===== config.mk =====
export PLATFORM = sky130hd
export DESIGN_NAME = instr_fetch
export DESIGN_NICKNAME = d
export VERILOG_FILES = /design/src/rtl/instr_fetch_pkg.sv /design/src/rtl/instr_fetch.sv
export SDC_FILE = /design/constraint.sdc
export NUM_CORES = 1
export LEC_CHECK = 0
export ABC_AREA = 1
export CORE_ASPECT_RATIO = 1.1
export CORE_UTILIZATION = 39
export CTS_BUF_LIST = sky130_fd_sc_hd__clkbuf_4
export DETAILED_ROUTE_END_ITERATION = 10
export PLACE_DENSITY = 0.86
export SYNTH_ARGS = -nofsm -noshare
export SYNTH_HDL_FRONTEND = slang
export SYNTH_SLANG_ARGS = --single-unit

===== constraint.sdc =====
create_clock -name clk -period 1.7 [get_ports clk]
set_input_delay 0.17 -clock clk [delete_from_list [all_inputs] [get_ports clk]]
set_output_delay 0.17 -clock clk [all_outputs]
set_load 0.05 [all_outputs]

===== src/rtl/instr_fetch_pkg.sv =====
// Shared types and constants for the instruction fetch stage.
package instr_fetch_pkg;

  localparam int XLEN = 32;
  localparam int ILEN = 32;
  localparam logic [1:0] MISALIGN_MASK = 2'b11;

  typedef enum logic [2:0] {
    FetchIdle,
    FetchReq,
    FetchWait,
    FetchHold,
    FetchDrop
  } fetch_state_e;

  function automatic logic is_misaligned(input logic [XLEN-1:0] pc);
    return (pc[1:0] & MISALIGN_MASK) != 2'b00;
  endfunction

endpackage


===== src/rtl/instr_fetch.sv =====
// Single-outstanding instruction fetch between the PC stage and decode.
// Output registers double as the one-entry buffer presented to decode.
module instr_fetch
  import instr_fetch_pkg::*;
(
  input  logic             clk,
  input  logic             rstn,
  input  logic             i_pc_valid,
  input  logic [XLEN-1:0]  i_pc_data,
  input  logic             i_pc_update,
  input  logic             i_flush,
  output logic             o_imem_req_valid,
  input  logic             i_imem_req_ready,
  output logic [XLEN-1:0]  o_imem_req_addr,
  input  logic             i_imem_rsp_valid,
  input  logic [ILEN-1:0]  i_imem_rsp_data,
  output logic             o_inst_valid,
  input  logic             i_inst_ready,
  output logic [ILEN-1:0]  o_inst_data,
  output logic [XLEN-1:0]  o_inst_pc,
  output logic             o_inst_fault,
  output fetch_state_e     o_state
);

  // Handshakes: a transfer happens on a rising edge where valid and ready are
  // both high; valid, once raised, is held with stable payload until then.

  fetch_state_e     r_state;
  fetch_state_e     w_state_nxt;
  logic             r_armed;
  logic             r_kill;
  logic [XLEN-1:0]  r_pc_q;
  logic             r_req_valid;
  logic             r_inst_valid;
  logic [ILEN-1:0]  r_inst_data;
  logic             r_inst_fault;

  logic             w_launch;
  logic             w_misaligned;
  logic             w_req_valid_nxt;
  logic             w_inst_valid_nxt;
  logic             w_capture;
  logic             w_fault_load;
  logic             w_kill_nxt;

  assign w_launch     = (r_state == FetchIdle) && i_pc_valid && r_armed && !i_flush;
  assign w_misaligned = is_misaligned(i_pc_data);

  always_ff @(posedge clk) begin
    if (!rstn) r_state <= FetchIdle;
    else       r_state <= w_state_nxt;
  end

  always_comb begin
    w_state_nxt = r_state;
    case (r_state)
      FetchIdle: if (w_launch) w_state_nxt = w_misaligned ? FetchHold : FetchReq;
      FetchReq:  if (i_imem_req_ready) w_state_nxt = (r_kill || i_flush) ? FetchDrop : FetchWait;
      FetchWait: begin
        if (i_imem_rsp_valid) w_state_nxt = i_flush ? FetchIdle : FetchHold;
        else if (i_flush)     w_state_nxt = FetchDrop;
      end
      FetchDrop: if (i_imem_rsp_valid) w_state_nxt = FetchIdle;
      FetchHold: if (i_flush || i_inst_ready) w_state_nxt = FetchIdle;
      default:   w_state_nxt = FetchIdle;
    endcase
  end

  always_comb begin
    w_req_valid_nxt  = (w_state_nxt == FetchReq);
    w_inst_valid_nxt = (w_state_nxt == FetchHold);
    w_capture        = (r_state == FetchWait) && i_imem_rsp_valid && !i_flush;
    w_fault_load     = w_launch && w_misaligned;
    w_kill_nxt       = r_kill;
    // A flush that cannot cancel the raised request marks its response for disposal.
    if ((r_state == FetchReq) && i_flush && !i_imem_req_ready) w_kill_nxt = 1'b1;
    else if ((r_state == FetchDrop) && i_imem_rsp_valid)       w_kill_nxt = 1'b0;
  end

  always_ff @(posedge clk) begin
    if (!rstn) begin
      r_armed      <= 1'b1;
      r_kill       <= 1'b0;
      r_pc_q       <= '0;
      r_req_valid  <= 1'b0;
      r_inst_valid <= 1'b0;
      r_inst_data  <= '0;
      r_inst_fault <= 1'b0;
    end else begin
      r_req_valid  <= w_req_valid_nxt;
      r_inst_valid <= w_inst_valid_nxt;
      r_kill       <= w_kill_nxt;
      if (i_pc_update || i_flush) r_armed <= 1'b1;
      else if (w_launch)          r_armed <= 1'b0;
      if (w_launch) r_pc_q <= i_pc_data;
      if (w_fault_load) begin
        r_inst_data  <= '0;
        r_inst_fault <= 1'b1;
      end else if (w_capture) begin
        r_inst_data  <= i_imem_rsp_data;
        r_inst_fault <= 1'b0;
      end
    end
  end

  assign o_imem_req_valid = r_req_valid;
  assign o_imem_req_addr  = r_pc_q;
  assign o_inst_valid     = r_inst_valid;
  assign o_inst_data      = r_inst_data;
  assign o_inst_pc        = r_pc_q;
  assign o_inst_fault     = r_inst_fault;
  assign o_state          = r_state;

  a_rsp_in_window: assert property (@(posedge clk) disable iff (!rstn)
    i_imem_rsp_valid |-> (r_state == FetchWait || r_state == FetchDrop))
    else $error("instr_fetch: imem response with no outstanding request");

endmodule


==> run summary <==
outcome = complete, but fails checks
failing checks = design-rule violations
CTS Hold Bufs = 0
CP startpoint kind = flop
predominant post-synthesis flop cell = dfxtp_1
Final min period = 1.51 ns
Clk pwr share = 26.1%
CP Max Fanout = 33
ranking of synthesized cells by area = dfxtp_1 (49%), nand2_1 (9.9%), nor2_1 (9.5%)
Hold Crit Class = in2reg
met3 WL post-DR = 361 µm
endpoints failing setup = 0
Hold Fails Final Rpt = 0
Critical-path top delay cell = dfxtp_1
Reg area = 1440 µm²
share of power burned in registers = 45.2%
die height = 93.5 µm
Core Box Area = 7430 µm²
die area = 7970 µm²
Worst-Skew Late Latency = 0.41 ns
skew final = 0.0274 ns
Leak = 2.14 nW
CTS tree = yes
Num CTS Buffers = 9
RSZ-0062 raised after global routing = false
r2r endpoint = o_inst_data[31]$_SDFFE_PP0P_
WL/cell = 13.0 µm
Worst setup EP type = flop
Ports = 174
post-synth top area cell = dfxtp_1
TritonCTS Sinks = 72
antenna fix cells = 0
Worst path max stage delay = 0.44 ns
Reg2Reg Depth = 6
Final period util = 88.8%
MaxCap Viol Count = 0
post-synth top area share = 48.5%
kind of critical path = reg2reg
Power Dens Cells = 889 nW/µm²
met2 routed WL = 4270 µm
Power, Total = 4.05 mW
Crit path required time = 2.05 ns
Final GP Congestion = 0.867
Final ANT Viol Nets = 0
share of synthesized flip-flops with an asynchronous set or reset = 0%
Max Buffers Root-to-Sink = 2
RR Startpoint = o_state[0]$_SDFF_PN0_
final WL = 7950 µm
Distinct cells, synth = 21
synthesized netlist cell count = 376
Synth Register Bits = 72
antenna violations before repair = 0
DRT Pass-1 Iters = 8
layout net count = 592
layout cells sized above 1 = 10.3%
Worst Path Arrival = 1.86 ns
Filler cells = 716
top-count cell post-synth = nand2_1
Post-Syn Area = 2970 µm²
row count = 33
fin. max-slew vios = 0
vias per inst = 4.73
DR iter-0 viols = 97
Worst-Margin Slew = 0.538 ns
fin util = 61.3%
Peak supply drop = 0.445 mV
number of enable-type register cells in the synthesized netlist = 0
Slew headroom = 64.1%
IO buf count = 173
Int Pwr = 2.60 mW
Switch Pwr = 1.45 mW
syn nets = 448
Setup Fix Bufs, Post-CTS = 0
CP Cell Sequence = inv_1 > nand3_2 > nor2_4 > inv_2 > nand2_1 > a21oi_2
Global Route Usage Sum = 19.5%
Initial Util = 40.0%
htree depth = 3
Max Freq = 0.663 GHz
Vias = 2893
worst reg2reg setup slack = 0.19 ns
Metal-1 WL = 3130 µm
Switching Share = 35.7%
largest net degree at the start of global routing = 35
multi-input combinational cell area = 1100 µm²
vias in the first global route = 2712
clock transition at the registers of the reported paths = 0.13 ns
Comb pwr share = 28.7%
post-synthesis sequential area ratio = 48.5%
warnings from Yosys = 0
die width = 85.2 µm
Hold Path Stages = 3
CTS root buf = clkbuf_4
Syn Area/Cell = 7.90 µm²
Max Used Layer = met4
first-pass GRT wire length = 12400 µm
Post-DP HPWL = 6030 µm
most common library cells after synthesis = nand2_1 (78), nor2_1 (75), dfxtp_1 (72), buf_4 (37), o21ai_0 (34)
Min-Delay Startpoint = i_imem_rsp_data[0]
DRC = 4
hold endpoint = o_inst_data[0]$_SDFFE_PP0P_
synthesis-to-finish area growth = 53.4%
total grt overflow = 0
==> sequential cells by signal, summed over array words and instances (netlist names) <==
| name | flops |
|---|---|
| o_inst_data | 32 |
| r_kill | 1 |
| o_inst_valid | 1 |
| o_state | 3 |
| r_armed | 1 |
| o_imem_req_addr | 32 |
| o_imem_req_valid | 1 |
| o_inst_fault | 1 |
==> stage by stage <==
step	TNS (ns)	std cells	instance area, µm²	hold slack, ns	setup WS (ns)
final	0	612	4560	0.313	0.191
after global routing	0	612	4560	0.284	0.0515
after CTS	0	612	4560	0.288	0.158
after detailed placement	-0.138	596	4530	0.454	-0.0556
after global placement	0	596	4530	0.446	0.0605
after floorplan	0	376	2970	0.273	0.120
==> placed cells by master, fill, tap and decap left out, types with 2 or more instances in the layout <==
cell,netlist,layout
dfxtp_1,72,72
nor2_1,75,75
clkbuf_4,0,9
buf_4,37,15
nand2_4,2,2
inv_1,12,12
inv_2,2,2
nand2_1,78,78
clkinvlp_4,0,3
buf_12,0,4
nand3_2,2,2
a21oi_2,10,10
nand3_1,5,5
clkdlybuf4s50_1,0,71
o21ai_0,34,34
a21oi_1,27,27
dlygate4sd2_1,0,93
==> layer usage <==
layer | GRT usage [%] | vias up
met1 | 20.9 | 1319
met3 | 2.47 | 17
met5 | 0 | -
li1 | - | 1447
met2 | 37.6 | 110
met4 | 9.04 | 0
==> cell families (layout without fill, tap and decap cells) <==
| group | after synthesis | count (layout) | synth area share, % |
|---|---|---|---|
| AOI/OAI and AO/OA | 71 | 71 | 13.2 |
| and+or+nand+nor | 169 | 169 | 23.7 |
| buffers and inverters | 64 | 213 | 14.5 |
| DFF | 72 | 72 | 48.5 |
==> power by group through the flow <==
stage | combinational [mW] | sequential, mW | clock [mW]
2_1_floorplan | 0.553 | 2.15 | 0
3_3_place_gp | 1.24 | 1.87 | 0
3_5_place_dp | 1.26 | 1.88 | 0
4_1_cts | 1.17 | 1.83 | 1.10
5_1_grt | 1.22 | 1.85 | 1.17
6_report | 1.16 | 1.83 | 1.06
==> worst max-delay path: cells and delay by family, from the launching register on <==
kind                   cells  cell delay (ns)
buffers and inverters      2             0.52
flip-flops                 1             0.44
AO/OA/AOI/OAI              1             0.16
AND/OR/NAND/NOR            3             0.35
==> area by class of cell <==
class | count | share of cell area [%]
Timing Repair Buffer | 183 | 37.7
Sequential cell | 72 | 31.6
Multi-Input combinational cell | 240 | 24.1
Tap cell | 87 | 2.39
Clock inverter | 7 | 1.54
Clock buffer | 9 | 1.48
Inverter | 14 | 1.15
==> timing repair <==
action                                  in CTS  in global routing
endpoints found under the hold margin        0                  0
resized for setup                           93                  0
endpoints found under the setup margin      93                  0
==> how the worst max path moves through the flow <==
stage,from,cells past startpoint,endpoint,slack (ns)
3_5_place_dp,i_flush,7,o_inst_data[31]$_SDFFE_PP0P_,-0.06
3_3_place_gp,i_flush,7,o_inst_data[31]$_SDFFE_PP0P_,0.06
2_1_floorplan,o_state[1]$_SDFF_PN0_,6,o_inst_data[10]$_SDFFE_PP0P_,0.12
6_report,o_state[0]$_SDFF_PN0_,6,o_inst_data[31]$_SDFFE_PP0P_,0.19
5_1_grt,o_state[0]$_SDFF_PN0_,6,o_inst_data[15]$_SDFFE_PP0P_,0.05
4_1_cts,o_imem_req_addr[20]$_SDFFE_PN0P_,1,o_inst_pc[20],0.16
Note: power is estimated with default switching activity, not from simulation.
